File: config.mk
export PLATFORM = sky130hd
export DESIGN_NAME = key_pulse_conditioner
export DESIGN_NICKNAME = d
export VERILOG_FILES = /design/src/rtl/key_pulse_conditioner.sv
export SDC_FILE = /design/constraint.sdc
export NUM_CORES = 1
export LEC_CHECK = 0
export ABC_AREA = 1
export CAP_MARGIN = 40
export CORE_AREA = 5 5 139 141
export CTS_CLUSTER_DIAMETER = 60
export DETAILED_ROUTE_END_ITERATION = 10
export DIE_AREA = 0 0 144 146
export PLACE_DENSITY = 0.81
export SLEW_MARGIN = 20
export SYNTH_ARGS = -nofsm -noshare
export SYNTH_HDL_FRONTEND = slang
export SYNTH_SLANG_ARGS = --single-unit
File: constraint.sdc
create_clock -name i_clk -period 3.6 [get_ports i_clk]
set_input_delay 0.9 -clock i_clk [delete_from_list [all_inputs] [get_ports i_clk]]
set_output_delay 0.9 -clock i_clk [all_outputs]
set_load 0.02 [all_outputs]
File: src/rtl/key_pulse_conditioner.sv
// key_pulse_conditioner: synchronizes, debounces and times raw push-buttons,
// producing single-cycle press/release/long-press pulses and a held level.
module key_pulse_conditioner #(
    parameter int unsigned N_KEYS            = 3,
    parameter int unsigned DEBOUNCE_CYCLES   = 1_000_000,
    parameter int unsigned LONG_PRESS_CYCLES = 50_000_000,
    parameter int unsigned ACTIVE_LOW        = 1
) (
    input  logic              i_clk,
    input  logic              i_rst_n,
    input  logic [N_KEYS-1:0] i_keys,
    output logic [N_KEYS-1:0] o_press,
    output logic [N_KEYS-1:0] o_release,
    output logic [N_KEYS-1:0] o_long,
    output logic [N_KEYS-1:0] o_held
);

    localparam int unsigned DEB_W  = $clog2(DEBOUNCE_CYCLES);
    localparam int unsigned LONG_W = $clog2(LONG_PRESS_CYCLES);
    localparam logic        RAW_IDLE = (ACTIVE_LOW != 0) ? 1'b1 : 1'b0;
    localparam logic [DEB_W-1:0]  DEB_LAST  = DEB_W'(DEBOUNCE_CYCLES - 1);
    localparam logic [LONG_W-1:0] LONG_LAST = LONG_W'(LONG_PRESS_CYCLES - 1);

    typedef enum logic [1:0] {
        S_UP     = 2'd0,
        S_UP_CHK = 2'd1,
        S_DN     = 2'd2,
        S_DN_CHK = 2'd3
    } key_state_e;

    for (genvar k = 0; k < int'(N_KEYS); k++) begin : g_key
        logic              sync1_q;
        logic              sync2_q;
        logic              pressed;
        key_state_e        state_q;
        logic [DEB_W-1:0]  deb_q;
        logic [LONG_W-1:0] timer_q;
        logic              long_done_q;
        logic              press_q;
        logic              release_q;
        logic              long_q;
        logic              held_q;
        logic              accept_press;
        logic              in_dn;

        // Two-flop synchronizer, reset to the unpressed raw level
        always_ff @(posedge i_clk or negedge i_rst_n) begin
            if (!i_rst_n) begin
                sync1_q <= RAW_IDLE;
                sync2_q <= RAW_IDLE;
            end else begin
                sync1_q <= i_keys[k];
                sync2_q <= sync1_q;
            end
        end

        assign pressed      = (ACTIVE_LOW != 0) ? ~sync2_q : sync2_q;
        assign accept_press = (state_q == S_UP_CHK) && pressed && (deb_q == DEB_LAST);
        assign in_dn        = (state_q == S_DN) || (state_q == S_DN_CHK);

        // Debounce FSM with registered press/release pulses and held level
        always_ff @(posedge i_clk or negedge i_rst_n) begin
            if (!i_rst_n) begin
                state_q   <= S_UP;
                deb_q     <= '0;
                press_q   <= 1'b0;
                release_q <= 1'b0;
                held_q    <= 1'b0;
            end else begin
                press_q   <= 1'b0;
                release_q <= 1'b0;
                case (state_q)
                    S_UP: begin
                        if (pressed) begin
                            state_q <= S_UP_CHK;
                            deb_q   <= DEB_W'(1);
                        end
                    end
                    S_UP_CHK: begin
                        if (!pressed) begin
                            state_q <= S_UP;
                            deb_q   <= '0;
                        end else if (deb_q == DEB_LAST) begin
                            state_q <= S_DN;
                            deb_q   <= '0;
                            press_q <= 1'b1;
                            held_q  <= 1'b1;
                        end else begin
                            deb_q <= deb_q + DEB_W'(1);
                        end
                    end
                    S_DN: begin
                        if (!pressed) begin
                            state_q <= S_DN_CHK;
                            deb_q   <= DEB_W'(1);
                        end
                    end
                    S_DN_CHK: begin
                        if (pressed) begin
                            state_q <= S_DN;
                            deb_q   <= '0;
                        end else if (deb_q == DEB_LAST) begin
                            state_q   <= S_UP;
                            deb_q     <= '0;
                            release_q <= 1'b1;
                            held_q    <= 1'b0;
                        end else begin
                            deb_q <= deb_q + DEB_W'(1);
                        end
                    end
                    default: begin
                        state_q <= S_UP;
                        deb_q   <= '0;
                        held_q  <= 1'b0;
                    end
                endcase
            end
        end

        // Long-press timer: cleared on press, saturates, fires at most once per hold
        always_ff @(posedge i_clk or negedge i_rst_n) begin
            if (!i_rst_n) begin
                timer_q     <= '0;
                long_done_q <= 1'b0;
                long_q      <= 1'b0;
            end else begin
                long_q <= 1'b0;
                if (accept_press) begin
                    timer_q     <= '0;
                    long_done_q <= 1'b0;
                end else if (in_dn) begin
                    if (timer_q != LONG_LAST) begin
                        timer_q <= timer_q + LONG_W'(1);
                    end else if (!long_done_q) begin
                        long_q      <= 1'b1;
                        long_done_q <= 1'b1;
                    end
                end
            end
        end

        assign o_press[k]   = press_q;
        assign o_release[k] = release_q;
        assign o_long[k]    = long_q;
        assign o_held[k]    = held_q;
    end

endmodule

# After elaboration in Yosys (flattened, before gate mapping)
# Cells that the tools add are included.
dict set report word_totals {
  register_bits 165
  in_bits 5
  output_inout_bits 12
  wordCells 216
}
dict set report classes {
  addsub 6
  n_eq_ne 42
  n_mux 99
  bitwise 3
  reduce_logical 36
}
# op n
set ops {}
lappend ops {{20-bit 2-to-1 mux} 15}
lappend ops {{20-bit one-hot mux with 4 select lines} 3}
lappend ops {{26-bit 2-to-1 mux} 9}
lappend ops {{26-bit by 1-bit adder with 26-bit output, second input constant} 3}
lappend ops {{26-bit inequality test, second input constant} 3}
lappend ops {{20-bit by 1-bit adder with 20-bit output, second input constant} 3}
lappend ops {{20-bit equality test, second input constant} 3}
lappend ops {{1-bit 2-to-1 mux} 48}
lappend ops {{2-bit 2-to-1 mux} 18}
lappend ops {{2-bit inequality test, second input constant} 17}
lappend ops {{2-bit one-hot mux with 4 select lines} 3}
lappend ops {{2-bit AND reduction} 9}
lappend ops {{2-bit nonzero test} 9}
lappend ops {{5-bit AND reduction} 3}
lappend ops {{2-bit equality test, second input constant} 6}
lappend ops {{3-bit by 2-bit inequality test with 1-bit output, second input constant} 4}
lappend ops {{4-bit AND reduction} 3}
lappend ops {{2-bit by 1-bit inequality test with 1-bit output, second input constant} 4}
lappend ops {{2-bit by 1-bit equality test with 1-bit output, second input constant} 3}
lappend ops {{1-bit logical AND} 6}
lappend ops {{2-bit logical NOT} 3}
lappend ops {{3-bit inequality test, second input constant} 2}
lappend ops {{1-bit one-hot mux with 2 select lines} 3}
lappend ops {{1-bit logical OR} 3}
lappend ops {{1-bit NOT} 3}

# Logic depth before layout (Yosys ltp)
# Gate-level depths: netlist (run 1).
dict set report logic_depth {
  word_depth 5
  ltp_mapped 11
  ltp_nobuf 11
}

# Worst setup path after synthesis (run 1)
# OpenSTA, ideal clock, no wires.
dict set report synth_timing {
  kind {register -> register}
  from {reg g_key[0].timer_q[0]}
  to {reg g_key[0].timer_q[15]}
  setup_ns 0.119
  arrival_ns 1.638
  t_required_ns 3.481
  path_slack_ns 1.843
  stages_incl_launch_ff 11
  n_path_buf 1
  period_less_slack_ns 1.757
  path_cell_list {dfrtp_1 > ha_1 > nand3_2 > nor2_4 > and2_4 > nand3_4 > nand2_4 > nand2_4 > buf_6 > nand3_1 > nand2_1}
}
dict set report synth_via {
  elab_chain_cells 4
  word_cells_on_any_way 7
  cone_classes {1 x add/sub; 1 x eq/ne; 3 x mux; 2 x reduce/logical}
}
# item line_no
set synth_lines {}
lappend synth_lines {{from (decl)} 37} ;# logic [LONG_W-1:0] timer_q;
lappend synth_lines {{from (signal assigned)} 133} ;# timer_q <= timer_q + LONG_W'(1);
lappend synth_lines {{26-bit by 1-bit adder with 26-bit output} 133}
lappend synth_lines {{26-bit 2-to-1 mux} 132} ;# if (timer_q != LONG_LAST) begin
lappend synth_lines {{26-bit 2-to-1 mux} 131} ;# end else if (in_dn) begin
lappend synth_lines {{26-bit 2-to-1 mux} 128} ;# if (accept_press) begin
# Several ways; a longest one is shown, not always the timed one. The select of a mux whose other input is x is not followed.
# A chain may end at the register's enable or synchronous reset.

# Worst setup path after layout (run 1)
dict set report layout_timing {
  from {reg g_key[0].deb_q[0]}
  to {reg g_key[0].timer_q[5]}
}
dict set report layout_via {
  elab_chain_cells 4
  word_cells_on_any_way 6
  cone_classes {1 x eq/ne; 1 x mux; 4 x reduce/logical}
}
# item line_no
set layout_lines {}
lappend layout_lines {{from (decl)} 36} ;# logic [DEB_W-1:0] deb_q;
lappend layout_lines {{from (signal assigned)} 89} ;# deb_q <= deb_q + DEB_W'(1);
lappend layout_lines {{from (signal assigned)} 108} ;# deb_q <= deb_q + DEB_W'(1);
lappend layout_lines {{20-bit equality test *} 58} ;# assign accept_press = (state_q == S_UP_CHK) && pressed && (deb_q == DEB_LAST);
lappend layout_lines {{1-bit logical AND *} 58}
lappend layout_lines {{2-bit nonzero test (no source line)} n/a}
lappend layout_lines {{2-bit AND reduction (no source line)} n/a}
# Mark *: on every way between the ends. The rest lies on a longest branch, timed or not.

==> results.yml, run 1 <==
run_status:
  status: "finished clean"
power_and_ir_drop:
  total_power_mw: 5.15
  power.leakage_nw: 5.34
  pwr_density_cell_mw_per_mm2: 456
  ir_worst_vdd_mv: 0.397
floorplanning:
  rows: 49
  die-area_mm2: 0.0210
  core_area_mm2: 0.0178
  start_util_pct: 59.2
  die_y_um: 146
  io_pins: 17
  die_w_um: 144
drt:
  dr.pass1.iters: 9
  vias: 9823
  route.detailed.drc: 0
  first_iter_violations: 676
  wl_per_cell_um: 13.5
  drtAntennaViolNets: 0
  viasPerCell: 5.51
  wirelength_um: 24000
final_layout:
  n_fill_cell: 1568
  antenna_cells: 0
  fin_nets: 1552
  layout-drive-gt1-share_pct: 5.21
  syn_to_final_growth_pct: 6.91
  fin_util_pct: 63.3
  final_cell_area_mm2: 0.0113
yosys:
  synth_fp_nets: 1559
  synth_edf_count: 0
  synth_area_mm2: 0.0106
  synth_seq_cells: 165
  syn_avg_cell_area_um2: 6.82
  syn_inst: 1548
  ys_async_sr_fraction_pct: 100
  ys_seq_area_share_pct: 39.2
  synth_ff_type: "dfrtp_1"
  synth_cell_type_count: 38
  yosysWarnings: 0
global_route:
  antenna_found_initial: 0
  grt_max_degree: 73
  grt.overflow.total: 0
  grt_pass1_wl_um: 40900
  track_usage_pct: 23.1
  grt_pass1_vias: 9127
placed_design:
  place.gp.congestion: 0.918
  dp_hpwl_um: 16600
  dpl_cell_area_mm2: 0.0107
  port-buffer-count: 16
clock_network:
  htree_levels: 4
  cts_hold_buf: 0
  clk_latency_ns: 0.44
  cts_made_buffers: 17
  cts_tree: "done"
  clk_pin_slew_ns: 0.07
  clockBufferDepth: 2
  cts_resized: 0
  cts_root_buf: "clkbuf_16"
  cts_sinks: 165
  cts_setup_buffers: 0
timing:
  hold_slack_ns: 0.357
  period_minus_slack_ns: 2.31
  final_hold_viol_count: 0
  worst_pin_slew_ns: 0.689
  fin_crit_sh_pct: 64.3
  finalSetupViolations: 0
  max_freq_ghz: 0.432
  rsz0062_at_grt: "false"
  max-slew-margin-rel_pct: 54.0
  final_max_slew_viol_count: 0
  clock_skew_ns: 0.0114
  fin_tns_setup_ns: 0
worst_setup_path:
  required_ns: 3.92
  slowest_delay_ns: 0.42
  end_kind: "flop"
  crit_chain: "ha_1, nand3_1, nor3_1, nand3_1, nor2_4, clkinv_1, nand3_1, nand2_1"
  rrSetupSlack_ns: 1.29
  cp_slowest_cell: "clkinv_1"
  crit_family: "simple AND/OR/NAND/NOR gates"
  cp.arrival_ns: 2.63
  cp-start-kind: "flop"
  crit_fanout: 16
  crit_type: "flop to flop"
  crit_top_cell: "nand3_1"
  path_buf_inv: 1
worst_hold_path:
  hold_path.class: "flop to flop"
flow_run:
  max_cap_violations: 0
-- routing by layer --
layer  track usage [%]  vias to the layer above  wire [µm]
li1                  -                     4918          -
met1              30.8                     4596      10800
met2              38.0                      272      11700
met3              4.63                       37       1250
met4              7.06                        0        286
met5                 0                        -          0
-- cells in the mapped netlist, drive strengths merged (7+ instances only) --
library cell / instances / share of area [%]
buf: 46 / 3.2
xor2: 51 / 4.2
o22ai: 13 / 0.77
a21oi: 17 / 0.88
xnor2: 7 / 0.58
nand4: 31 / 2.1
dfrtp: 159 / 38
nand2: 531 / 19
nand3b: 8 / 0.57
o21ai: 42 / 2.0
nor2: 254 / 9.5
inv: 135 / 4.8
nand3: 219 / 11
nor3: 11 / 0.73
-- flip-flops by register name, indices dropped and copies added, names as in the netlist, named ones only --
register / count
g_key.deb_q: 60
g_key.held_q: 3
g_key.release_q: 3
g_key.state_q: 3
g_key.sync1_q: 3
g_key.long_q: 3
g_key.sync2_q: 3
g_key.press_q: 3
g_key.long_done_q: 3
g_key.timer_q: 78
-- path summary, 6_finish.rpt --
path,end,from,cells past startpoint
setup reg to reg,g_key[0].timer_q[5],g_key[0].deb_q[0],8
min in group asynchronous,g_key[0].deb_q[14],i_rst_n,1
setup / recovery,g_key[0].timer_q[5],g_key[0].deb_q[0],8
hold / removal,g_key[1].sync2_q,g_key[1].sync1_q,0
hold reg to reg,g_key[1].sync2_q,g_key[1].sync1_q,0
max in group asynchronous,g_key[0].sync2_q,i_rst_n,2
-- cells in the final DEF (no fill, tap or decap), types with 2 or more instances in the layout --
cell and count:
nor2_2 7, o211ai_1 2, clkdlybuf4s50_1 15, nand2_1 522, nand3_1 215, xor2_1 51
nand4_2 2, nor3_4 2, dfrtp_1 159, nand3b_1 8, xnor2_1 7, a21oi_2 2
inv_6 2, o21ai_1 7, nand2_2 3, nand4_1 28, nor2_4 4, inv_2 3
ha_1 6, inv_8 5, o21ai_0 35, nor2_1 243, a21oi_1 15, dfstp_2 6
clkinvlp_4 2, buf_4 4, clkinv_4 3, o21bai_1 3, nor3_1 9, nand3_2 3
buf_6 2, nand2_4 6, clkbuf_16 17, inv_1 132, clkinv_2 2, o22ai_1 13
-- kinds of logic (layout without fill, tap and decap cells) --
logic type / count (synthesis) / count (layout) / synth area share, %
AOI/OAI and AO/OA: 78 / 78 / 4.05
buffers and inverters: 184 / 190 / 8.12
and+or+nand+nor: 1057 / 1057 / 43.1
xor gates and xnor gates: 58 / 58 / 4.81
DFF: 165 / 165 / 39.2
adders and majority gates: 6 / 6 / 0.711
-- power by group --
group | total (mW) | leakage, nW | internal [mW] | switching, mW
logic | 1.15 | 2.82 | 0.318 | 0.833
clock network | 1.75 | 0.276 | 0.915 | 0.837
registers | 2.24 | 2.25 | 2.01 | 0.233
total | 5.15 | 5.34 | 3.24 | 1.90
-- final cells by class --
type | instances | area [µm²] | area share [%]
well taps | 229 | 287 | 2.54
clock inverters | 15 | 141 | 1.25
inverters | 136 | 510 | 4.52
multi-input cells | 1199 | 5560 | 49.3
flip-flops and latches | 165 | 4140 | 36.6
clock buffers | 17 | 425 | 3.77
repair buffers | 22 | 223 | 1.97
-- through the flow --
stage | cells | worst slack (ns)
floorplan | 1548 | 1.84
global placement | 1750 | 1.35
detailed placement | 1751 | 1.32
CTS | 1783 | 1.27
global route | 1783 | 1.09
finish | 1783 | 1.29
-- worst reg2reg max path, cell delays in order, from the launching register on --
cell and delay, ns:
dfrtp_1 0.39, ha_1 0.25, nand3_1 0.14, nor3_1 0.19
nand3_1 0.15, nor2_4 0.39, clkinv_1 0.42, nand3_1 0.19
nand2_1 0.07
No activity file was read; power rests on OpenSTA's default activity.
==> run 2, diff against run 1 <==
==> constraint.sdc (replaced) <==
create_clock -name i_clk -period 2.19 [get_ports i_clk]
set_input_delay 0.5475 -clock i_clk [delete_from_list [all_inputs] [get_ports i_clk]]
set_output_delay 0.5475 -clock i_clk [all_outputs]
set_load 0.02 [all_outputs]
==> run 2 against run 1 <==
Compared with the run above: cell count grew 1.2%; setup slack lost 1.1 ns; critical path type is now flop to primary output; count of clock-buffer cells in the layout grew 1; via count grew 1.0%; sequential share of layout area shrank 0.86 points; largest cell class unchanged; global-route usage grew 1.0 points; critical path depth shrank 7; critical endpoint is now o_held[1]; combinational power grew 83%; largest power group unchanged; highest routed layer unchanged.
==> results.yml, run 2 (synthesis results as in run 1) <==
final_layout:
  layout_commonest_cell: "nand2_1"
  top_regs: "g_key.timer_q (78), g_key.deb_q (60)"
  largest_reg_flops: 78
  n_fill_cell: 1544
  multiInputGateArea_mm2: 0.00558
  fin_nets: 1574
  mostFrequentLayoutCells: "522 x nand2_1, 243 x nor2_1, 215 x nand3_1"
  antenna_cells: 0
  syn_to_final_growth_pct: 9.49
  fin_cells: 1805
  regArea_mm2: 0.00414
  regMostFlops: "g_key.timer_q"
  layout-drive-gt1-share_pct: 6.54
floorplanning:
  start_util_pct: 59.2
  die_w_um: 144
  rows: 49
  core_area_mm2: 0.0178
  die_y_um: 146
  io_pins: 17
  die-area_mm2: 0.0210
worst_setup_path:
  startpoint: "g_key[1].held_q"
  cp_slowest_cell: "clkdlybuf4s50_1"
  r2r_cells: 10
  rrSetupSlack_ns: 0.19
  reg2reg_to: "g_key[2].timer_q[8]"
  slowest_delay_ns: 0.63
  cp.arrival_ns: 1.45
  crit_fanout: 2
  required_ns: 1.64
  cp-start-kind: "flop"
  end_kind: "primary output"
  crit_chain: "clkdlybuf4s50_1"
  crit_family: "buffers and inverters"
  crit_type: "flop to primary output"
  r2r-start: "g_key[2].timer_q[0]"
  path_buf_inv: 1
global_route:
  gr-usage-met1_pct: 32.3
  top_usage_layer: "met2"
  use_met2_pct: 39.8
  antenna_found_initial: 0
  grt_pass1_wl_um: 42500
  use_met3_pct: 4.47
  grt.overflow.total: 0
  track_usage_pct: 24.2
  grt_max_degree: 47
  grt_pass1_vias: 9404
timing:
  fin_crit_sh_pct: 91.2
  clock_skew_ns: 0.0238
  rsz0062_at_grt: "false"
  fin_tns_setup_ns: 0
  max-slew-margin-rel_pct: 68.1
  max_freq_ghz: 0.501
  final_hold_viol_count: 0
  period_minus_slack_ns: 2.00
  worst_pin_slew_ns: 0.479
  final_max_slew_viol_count: 0
  finalSetupViolations: 0
clock_network:
  htree_levels: 4
  cts_hold_buf: 0
  cts_sinks: 165
  cts_tree: "done"
  clk_latency_ns: 0.45
  clk_pin_slew_ns: 0.07
  cts_root_buf: "clkbuf_16"
  cts_made_buffers: 17
  clockBufferDepth: 2
placed_design:
  dp_hpwl_um: 17400
  port-buffer-count: 16
  dp_cells: 1773
  place.gp.congestion: 0.917
run_status:
  status: "finished clean"
drt:
  drtAntennaViolNets: 0
  wirelength_um: 24800
  first_iter_violations: 789
  viasPerCell: 5.50
  vias: 9923
  route.detailed.drc: 0
  wl_per_cell_um: 13.7
  dr.pass1.iters: 5
flow_run:
  max_cap_violations: 0
worst_hold_path:
  hold_path.class: "input pin to asynchronous set/reset pin"
power_and_ir_drop:
  power.leakage_nw: 5.49
  pwr_density_cell_mw_per_mm2: 781
  ir_worst_vdd_mv: 1.14
run 2: cell count changes in the layout (fill, tap and decap cells not counted), sizes merged:
cell / previous run / this run
clkbuf: 17 / 18
bufinv: 0 / 4
inv: 142 / 141
buf: 7 / 29
clkinv: 7 / 3
run 2: final cells by class:
type	count	share of cell area (%)
Multi-Input combinational cell	1199	48.2
Timing Repair Buffer	44	3.54
Inverter	136	4.42
Clock inverter	14	1.84
Sequential cell	165	35.8
Clock buffer	18	3.71
Tap cell	229	2.48
run 2: power breakdown:
part,internal (mW),total [mW],switching [mW]
combinational,0.638,2.11,1.47
clock,1.95,3.29,1.35
sequential,3.30,3.63,0.330
run 2: worst max-delay path by stage:
stage                            to  slack, ns  depth (start not counted)
2_1_floorplan  g_key[0].timer_q[15]       0.43                         10
5_1_grt         g_key[2].timer_q[6]       0.02                         10
4_1_cts         g_key[2].timer_q[8]       0.16                         10
3_3_place_gp    g_key[2].timer_q[8]       0.26                         10
6_report                  o_held[1]       0.19                          1
3_5_place_dp    g_key[2].timer_q[8]       0.18                         10
run 2: per-layer routing:
layer  up-vias  routed length [µm]
met1      4640               11000
met4         0                 388
met3        41                1280
li1       4954                   -
met5         -                   0
met2       288               12100
run 2: per-stage QoR:
step	cell area, µm²	total power [mW]	util (%)	hold WS (ns)	setup slack (ns)
2_1_floorplan	10600	5.26	-	0.252	0.433
3_3_place_gp	10900	5.67	61.1	0.346	0.257
3_5_place_dp	10900	5.74	61.1	0.349	0.175
4_1_cts	11500	9.05	64.7	0.0683	0.161
5_1_grt	11600	9.49	64.8	0.0857	0.0160
6_report	11600	9.03	64.8	0.0546	0.194
run 2: what timing repair did:
action | in CTS | in global routing
gates resized for setup | 0 | 2
buffers inserted | 0 | 0
setup endpoints to repair | 0 | 15
